## src/rtl/cpu8_pkg.sv

```systemverilog
// Shared types and constants for the 8-bit-memory CPU: fetch FSM states, datapath widths and
// the opcode field values seen by decode.
package cpu8_pkg;

    typedef enum logic {S_LO, S_HI} fetch_state_t;

    localparam int unsigned INSTR_WIDTH = 16;
    localparam int unsigned BYTE_WIDTH  = 8;
    localparam int unsigned ADDR_WIDTH  = 16;

    localparam logic [3:0] INSTR_ALU   = 4'b0000;
    localparam logic [3:0] INSTR_MOVE  = 4'b0001;
    localparam logic [3:0] INSTR_MOVEI = 4'b0010;
    localparam logic [3:0] INSTR_JUMP  = 4'b0100;

endpackage

```

## src/rtl/fetch_queue.sv

```systemverilog
// Synchronous FIFO with a registered head word. The head register keeps its last value when
// the queue drains, so downstream sees stable data while valid is low.
module fetch_queue #(
    parameter int unsigned WIDTH = 32,
    parameter int unsigned DEPTH = 2
) (
    input  logic                            clk,
    input  logic                            rst,
    input  logic                            push,
    input  logic                            pop,
    input  logic                            flush,
    input  logic [WIDTH-1:0]                wdata,
    output logic [WIDTH-1:0]                rdata,
    output logic [$clog2(DEPTH+1)-1:0]      count
);

    localparam int unsigned PtrW = (DEPTH > 1) ? $clog2(DEPTH) : 1;
    localparam int unsigned CntW = $clog2(DEPTH + 1);

    logic [WIDTH-1:0] store_q [DEPTH];
    logic [PtrW-1:0]  rd_ptr_q, wr_ptr_q;
    logic [CntW-1:0]  cnt_q;
    logic [WIDTH-1:0] head_q;
    logic             pop_ok;

    function automatic logic [PtrW-1:0] ptr_inc(input logic [PtrW-1:0] p);
        return (p == PtrW'(DEPTH - 1)) ? '0 : p + PtrW'(1);
    endfunction

    assign pop_ok = pop && (cnt_q != '0);
    assign rdata  = head_q;
    assign count  = cnt_q;

    always_ff @(posedge clk) begin
        if (!rst && !flush && push) begin
            store_q[wr_ptr_q] <= wdata;
        end
    end

    always_ff @(posedge clk) begin
        if (rst) begin
            rd_ptr_q <= '0;
            wr_ptr_q <= '0;
            cnt_q    <= '0;
            head_q   <= '0;
        end else if (flush) begin
            rd_ptr_q <= '0;
            wr_ptr_q <= '0;
            cnt_q    <= '0;
        end else begin
            if (push) begin
                wr_ptr_q <= ptr_inc(wr_ptr_q);
            end
            if (pop_ok) begin
                rd_ptr_q <= ptr_inc(rd_ptr_q);
            end
            cnt_q <= cnt_q + CntW'(push) - CntW'(pop_ok);
            // Head follows the next stored entry, or the incoming word when nothing else is queued
            if (pop_ok && cnt_q > CntW'(1)) begin
                head_q <= store_q[ptr_inc(rd_ptr_q)];
            end else if (push && (cnt_q == '0 || (pop_ok && cnt_q == CntW'(1)))) begin
                head_q <= wdata;
            end
        end
    end

endmodule

```

## src/rtl/instr_fetch_unit.sv

```systemverilog
// Fetches 16-bit instructions as two byte reads (low at A, high at A+1), queues them for decode,
// yields the memory port on stall_mem and flushes everything on a redirect.
module instr_fetch_unit #(
    parameter int unsigned            ADDR_WIDTH  = 16,
    parameter int unsigned            QUEUE_DEPTH = 2,
    parameter logic [ADDR_WIDTH-1:0]  RESET_PC    = '0
) (
    input  logic                   clk,
    input  logic                   rst,
    input  logic                   redirect_valid,
    input  logic [ADDR_WIDTH-1:0]  redirect_addr,
    input  logic                   stall_mem,
    output logic                   mem_req,
    output logic [ADDR_WIDTH-1:0]  mem_addr,
    input  logic [7:0]             mem_Q,
    output logic                   instr_valid,
    input  logic                   instr_ready,
    output logic [15:0]            instr,
    output logic [ADDR_WIDTH-1:0]  instr_addr
);

    import cpu8_pkg::*;

    localparam int unsigned CntW = $clog2(QUEUE_DEPTH + 1);
    localparam int unsigned QW   = ADDR_WIDTH + INSTR_WIDTH;

    fetch_state_t            state_q;
    logic [ADDR_WIDTH-1:0]   fetch_pc_q, lo_addr_q;
    logic [BYTE_WIDTH-1:0]   lo_byte_q;
    logic                    pend_lo_q, pend_hi_q, inflight_q;
    logic                    issue_lo, issue_hi, can_issue;
    logic                    push, pop;
    logic [CntW-1:0]         q_count;
    logic [QW-1:0]           q_rdata;

    assign can_issue = !rst && !stall_mem && !redirect_valid;

    always_comb begin
        issue_lo = 1'b0;
        issue_hi = 1'b0;
        mem_addr = fetch_pc_q;
        if (state_q == S_LO) begin
            // Reserve a slot for the instruction being assembled so the queue never overflows
            issue_lo = can_issue && (32'(q_count) + 32'(inflight_q) < QUEUE_DEPTH);
        end else begin
            mem_addr = fetch_pc_q + ADDR_WIDTH'(1);
            issue_hi = can_issue;
        end
        mem_req = issue_lo || issue_hi;
    end

    assign push = pend_hi_q && !redirect_valid;
    assign pop  = instr_valid && instr_ready && !redirect_valid;

    always_ff @(posedge clk) begin
        if (rst) begin
            state_q    <= S_LO;
            fetch_pc_q <= RESET_PC;
            lo_addr_q  <= RESET_PC;
            lo_byte_q  <= '0;
            pend_lo_q  <= 1'b0;
            pend_hi_q  <= 1'b0;
            inflight_q <= 1'b0;
        end else if (redirect_valid) begin
            state_q    <= S_LO;
            fetch_pc_q <= redirect_addr;
            pend_lo_q  <= 1'b0;
            pend_hi_q  <= 1'b0;
            inflight_q <= 1'b0;
        end else begin
            pend_lo_q <= issue_lo;
            pend_hi_q <= issue_hi;
            if (pend_lo_q) begin
                lo_byte_q <= mem_Q;
            end
            if (pend_hi_q) begin
                inflight_q <= 1'b0;
            end
            if (issue_lo) begin
                inflight_q <= 1'b1;
                lo_addr_q  <= fetch_pc_q;
                state_q    <= S_HI;
            end
            if (issue_hi) begin
                fetch_pc_q <= fetch_pc_q + ADDR_WIDTH'(2);
                state_q    <= S_LO;
            end
        end
    end

    fetch_queue #(
        .WIDTH (QW),
        .DEPTH (QUEUE_DEPTH)
    ) u_queue (
        .clk   (clk),
        .rst   (rst),
        .push  (push),
        .pop   (pop),
        .flush (redirect_valid),
        .wdata ({lo_addr_q, mem_Q, lo_byte_q}),
        .rdata (q_rdata),
        .count (q_count)
    );

    assign instr_valid = (q_count != '0);
    assign instr       = q_rdata[INSTR_WIDTH-1:0];
    assign instr_addr  = q_rdata[QW-1:INSTR_WIDTH];

endmodule

```

## config.mk

```make
export PLATFORM = sky130hd
export DESIGN_NAME = instr_fetch_unit
export DESIGN_NICKNAME = d
export VERILOG_FILES = /design/src/rtl/cpu8_pkg.sv /design/src/rtl/fetch_queue.sv /design/src/rtl/instr_fetch_unit.sv
export SDC_FILE = /design/constraint.sdc
export NUM_CORES = 1
export LEC_CHECK = 0
export CORE_UTILIZATION = 40
export CTS_CLUSTER_SIZE = 28
export DETAILED_ROUTE_END_ITERATION = 10
export HOLD_SLACK_MARGIN = 0.1
export SLEW_MARGIN = 10
export SYNTH_ARGS = -nofsm -noshare
export SYNTH_HDL_FRONTEND = slang
export SYNTH_SLANG_ARGS = --single-unit
```

## constraint.sdc

```tcl
create_clock -name clk -period 3.2 [get_ports clk]
set_input_delay 0.96 -clock clk [delete_from_list [all_inputs] [get_ports clk]]
set_output_delay 0.96 -clock clk [all_outputs]
set_load 0.02 [all_outputs]
```

# After elaboration in Yosys (flattened, before gate mapping)
# Memory sizes are Yosys's and may differ from the RTL's.
# Cells that the tools add are included.
# op_classes
addsub,7
magnitude_cmp,2
n_eq_ne,1
muxes,13
n_bitwise,1
reduce_logical,27
# op_table
op,n
32-bit two-way mux,2
16-bit two-way mux,3
"16-bit by 1-bit adder with 16-bit output, second input constant",1
"16-bit by 2-bit adder with 16-bit output, second input constant",1
1-bit logical AND,12
1-bit two-way mux,8
2-bit nonzero test,4
2-bit AND reduction,3
2-bit by 1-bit adder with 3-bit output,1
1-bit zero test,3
"3-bit by 2-bit < comparator with 1-bit output, second input constant",1
3-bit OR reduction,1
"1-bit adder, second input constant",2
2-bit by 1-bit adder with 2-bit output,1
"2-bit by 1-bit == test with 1-bit output, second input constant",1
"2-bit by 1-bit greater-than comparator with 1-bit output, second input constant",1
2-bit zero test,1
1-bit logical OR,2
2-bit OR reduction,1
2-bit by 1-bit subtractor with 2-bit output,1
1-bit inverter,1
# totals
register_bits,80
mem_bits_rw,64
memories,1
# memory_table
name,words,width,read_ports,rd_ports_with_merged_regs,wr,line_no,source
u_queue.store_q,2,32,1,0,1,fetch_queue.sv:20,logic [WIDTH-1:0] store_q [DEPTH];

# Depth between registers and ports, before layout
# depth
depth_word,9
ltp_mapped,8
depth_no_buf,8

# Cells and area by module
# A second synthesis with hierarchy kept.
# hier_totals
cells_unflattened,539
hier_area_um2,6134.6
# modules_own_cells
module,instances,cells_per_inst,area_per_inst_um2,seq_area_each_um2
fetch_queue,1,274,3887.5,2642.5
instr_fetch_unit,1,265,2247.2,880.8

# Least setup slack after synthesis
# No wires, ideal clock.
# synth_timing
path_type,input to register
startpoint,input redirect_valid
endpoint,memory u_queue.store_q[0][0] (enable)
setup_time_ns,0.421
t_arrival_ns,2.619
path_slack_ns,0.160
path_stages,3
path_buffers,0
cell_sequence,nor2_1 nand2_1 nor2_1
# synth_via
elab_chain_len,5
elab_cells_between_ends,6
# synth_rtl
element,line_no,source
start: declaration,instr_fetch_unit.sv:10,"input logic redirect_valid,"
1-bit zero test *,"fetch_queue.sv:35, instr_fetch_unit.sv:52",
"1-bit logical AND, on equally long branches","fetch_queue.sv:35, instr_fetch_unit.sv:52",
1-bit logical AND *,fetch_queue.sv:35,if (!rst && !flush && push) begin
1-bit two-way mux *,fetch_queue.sv:35,
1-bit two-way mux (not written as such) *,fetch_queue.sv:36,store_q[wr_ptr_q] <= wdata;
end: declaration,fetch_queue.sv:20,
# Every way passes the cells marked *; elsewhere a longest branch is shown, timed or not.

# Worst setup path after layout
# layout_timing
startpoint,input redirect_valid
endpoint,output mem_req
# layout_via
elab_chain_len,5
elab_cells_between_ends,6
# layout_rtl
element,line_no,source
1-bit zero test *,instr_fetch_unit.sv:36,assign can_issue = !rst && !stall_mem && !redirect_valid;
1-bit logical AND *,instr_fetch_unit.sv:36,
1-bit logical AND,instr_fetch_unit.sv:44,issue_lo = can_issue && (32'(q_count) + 32'(inflight_q) < QUEUE_DEPTH);
1-bit two-way mux,instr_fetch_unit.sv:42,if (state_q == S_LO) begin
1-bit logical OR *,instr_fetch_unit.sv:49,mem_req = issue_lo || issue_hi;
end: declaration,instr_fetch_unit.sv:13,"output logic mem_req,"
# Marked as above.

==> impl_results.md <==
- Status: finished clean
- Final #Nets: 681
- Post-synthesis sequential area ratio: 58.6%
- Vias in the first global route: 4511
- Worst rel slew slack: 42.3%
- Post-DRT Antenna Nets: 0
- Clock skew after layout: 0.00403 ns
- WL final: 13600 µm
- CTS tree: built
- ANT cells: 0
- Tot GR Track Use: 18.2%
- H-tree levels: 4
- Grt total ovfl: 0
- Hold Path End: u_queue.rdata[27]$_SDFFE_PP0P_
- Die Span X: 125 µm
- Synth top area cells: edfxtp_1, dfxtp_1, mux2i_1, nand2_1, o211ai_1
- Top cell type's share of synthesized area: 32.0%
- Reg2reg path depth: 7
- Hold Crit Depth: 2
- Synth Net Count: 587
- Inserted Clock Buffers: 17
- Top-count cell post-synth: nand2_1
- Fin cells: 844
- Maximum VDD drop: 0.384 mV
- Cell Rows: 44
- CP peak stage delay: 0.54 ns
- Critical path class: in -> out
- HP Class: reg -> reg
- Initial DRT Pass Iterations: 4
- Post-place setup slack: -0.358 ns
- First-pass GRT wire length: 22400 µm
- Placed Cells incl. Taps: 813
- Commonest cells in the netlist: nand2_1, dfxtp_1, edfxtp_1, mux2i_1
- Count of final setup violators: 0
- Worst R2R Setup Slack: 0.95 ns
- Critical-path maximum fanout: 2
- Layout cells sized above 1: 15.0%
- Worst EP arrival: 2.16 ns
- Starting Density: 41.2%
- Measured slew at the worst slew-check pin: 0.866 ns
- RSZ-0062 raised after global routing: no
- Net Sw Power: 0.837 mW
- Clock sinks: 144
- Via count: 4480
- Hold WS: 0.454 ns
- Final cell utilization of the core: 53.1%
- Seq pwr share: 49.3%
- Top FF cell, synth: dfxtp_1
- Fin crit period: 3.12 ns
- Tot Pwr: 3.95 mW
- Endpoint class of the critical path: output port
- Setup TNS: 0 ns
- Syn_area_per_cell: 10.9 µm²
- Final instance area: 7740 µm²
- CP max stage cell: or4b_4
- Combinational share of power: 5.3%
- Fmax: 320 MHz
- Lkg Pwr: 2.72 nW
- Die area: 15500 µm²
- Warnings, synthesis: 0
- Clock power share: 45.4%
- Clk pin slew, worst setup/hold paths: 0.05 ns
- Final worst slack: 0.0790 ns
- Post-Synthesis Cell Area: 6010 µm²
- CP startpoint kind: input port
- Die H: 125 µm
- Via-per-instance ratio: 5.31
- Hold Violations, Final: 0
- Yosys reg bits: 144
- Pin count of the biggest net entering global routing: 76
- R2R Path End: fetch_pc_q[4]$_SDFFE_PP0N_
- Top sig layer: met4
- Wire per inst: 16.1 µm
- Crit. path cell count: 4
- Crit-path cells: clkdlybuf4s50_1 > or4b_4 > nand2_1 > buf_2
- Fin crit share: 97.5%
- Critical R2R Launch: state_q$_SDFFE_PP0P_
- CORE AREA: 14600 µm²
- Fillers: 1292
- Area Overhead vs Synth: 28.7%
- CTS root buf: clkbuf_16
- Clock tree buffer depth: 2
- PwrDens: 511 nW/µm²
- Routability Congestion: 0.873
- Synth async-reset ratio: 0%
- Clk Latency, worst-skew pair: 0.42 ns
- Wire length on met1: 6340 µm
- Met3 WL: 786 µm
- Internal power: 3.12 mW
- DP Area: 7160 µm²
- Netlist cell types: 49
- IO Pins: 79
- Antenna violations before repair: 0
- DR WL met2: 6220 µm
- Hold path startpoint: u_queue.rdata[27]$_SDFFE_PP0P_
- Buf+Inv Stages, Crit Path: 2
- CP required: 2.24 ns
- Initial drt markers: 319
- Residual DRC: 0
- Port Buffers: 78
- CP top delay family: simple AND/OR/NAND/NOR gates
- Biggest area consumer among synthesized cells: edfxtp_1
- Post-synth EDFFs: 64
- Cells after Synth: 554
- # hold bufs at CTS: 0
- Max-slew violations: 0
- Placed wire-length estimate: 8770 µm
- Switching Share: 21.2%
- Max-cap violations: 0
logic make-up (layout without fill, tap and decap cells):
group | Yosys count | in the layout | synth area share (%)
and+or+nand+nor | 181 | 181 | 13.9
DFF | 144 | 144 | 58.6
AOI/OAI and AO/OA | 94 | 94 | 10.1
muxes | 59 | 59 | 9.86
buffers and inverters | 51 | 157 | 3.58
xor gates and xnor gates | 21 | 21 | 3.06
adders and majority gates | 4 | 4 | 0.832
cell type report:
| class | count | area [µm²] | share of cell area (%) |
|---|---|---|---|
| well taps | 184 | 230 | 2.97 |
| flip-flops and latches | 144 | 3520 | 45.5 |
| inverters | 7 | 26.3 | 0.339 |
| repair buffers | 119 | 1060 | 13.7 |
| clock buffers | 22 | 464 | 6.00 |
| multi-input cells | 359 | 2370 | 30.6 |
| clock inverters | 9 | 67.6 | 0.873 |
placed cells by master (no fill, tap or decap), types with 4 or more instances in the layout:
| cell | n |
|---|---|
| a21oi_1 | 41 |
| a31oi_1 | 6 |
| and3_1 | 4 |
| buf_2 | 5 |
| buf_4 | 40 |
| clkbuf_16 | 17 |
| clkdlybuf4s50_1 | 64 |
| clkinv_2 | 6 |
| dfxtp_1 | 79 |
| edfxtp_1 | 64 |
| inv_1 | 6 |
| mux2i_1 | 57 |
| nand2_1 | 84 |
| nand3_1 | 6 |
| nand3b_1 | 4 |
| nand4_1 | 6 |
| nor2_1 | 40 |
| nor3_1 | 8 |
| nor4_1 | 4 |
| o211ai_1 | 33 |
| xnor2_1 | 9 |
| xor2_1 | 11 |
state kept, by name, indices dropped and copies added, names as in the netlist:
name              count
u_queue.store_q      64
u_queue.rdata        32
fetch_pc_q           16
lo_addr_q            16
lo_byte_q             8
u_queue.count         2
inflight_q            1
pend_hi_q             1
pend_lo_q             1
state_q               1
u_queue.rd_ptr_q      1
u_queue.wr_ptr_q      1
worst register-to-register path: cells and delay by family (launching register included):
family / cells / cell delay, ns
buffers and inverters: 3 / 0.68
and+or+nand+nor: 2 / 0.61
DFF: 1 / 0.48
muxes: 1 / 0.28
AOI/OAI and AO/OA: 1 / 0.14
repair_timing:
item | CTS | global route
pin swaps | 1 | 0
buffers inserted | 0 | 0
gates resized for setup | 32 | 19
setup endpoints to repair | 12 | 10
power groups by stage:
stage                     clock [mW]  combinational, mW  sequential, mW
after floorplan                    0              0.105            1.98
after global placement             0              0.210            1.99
after detailed placement           0              0.212            1.99
after CTS                       1.83              0.209            1.95
after global routing            1.91              0.224            1.95
final                           1.80              0.208            1.95
worst max-delay path by stage:
stage	slack (ns)	startpoint	endpoint
finish	0.08	redirect_valid	mem_req
global route	0.005	fetch_pc_q[1]$_SDFFE_PP0N_	mem_addr[8]
CTS	-0.06	fetch_pc_q[1]$_SDFFE_PP0N_	mem_addr[13]
detailed placement	-0.36	redirect_valid	mem_req
global placement	-0.36	redirect_valid	mem_req
floorplan	0.16	redirect_valid	u_queue.store_q[0][0]$_DFFE_PP_
layer usage:
metal  global-route usage, %  vias up
li1                        -     2180
met1                    24.1     2130
met2                    28.9      152
met3                    4.12       18
met4                    7.30        0
met5                       0        -
(Power assumes the default switching activity.)
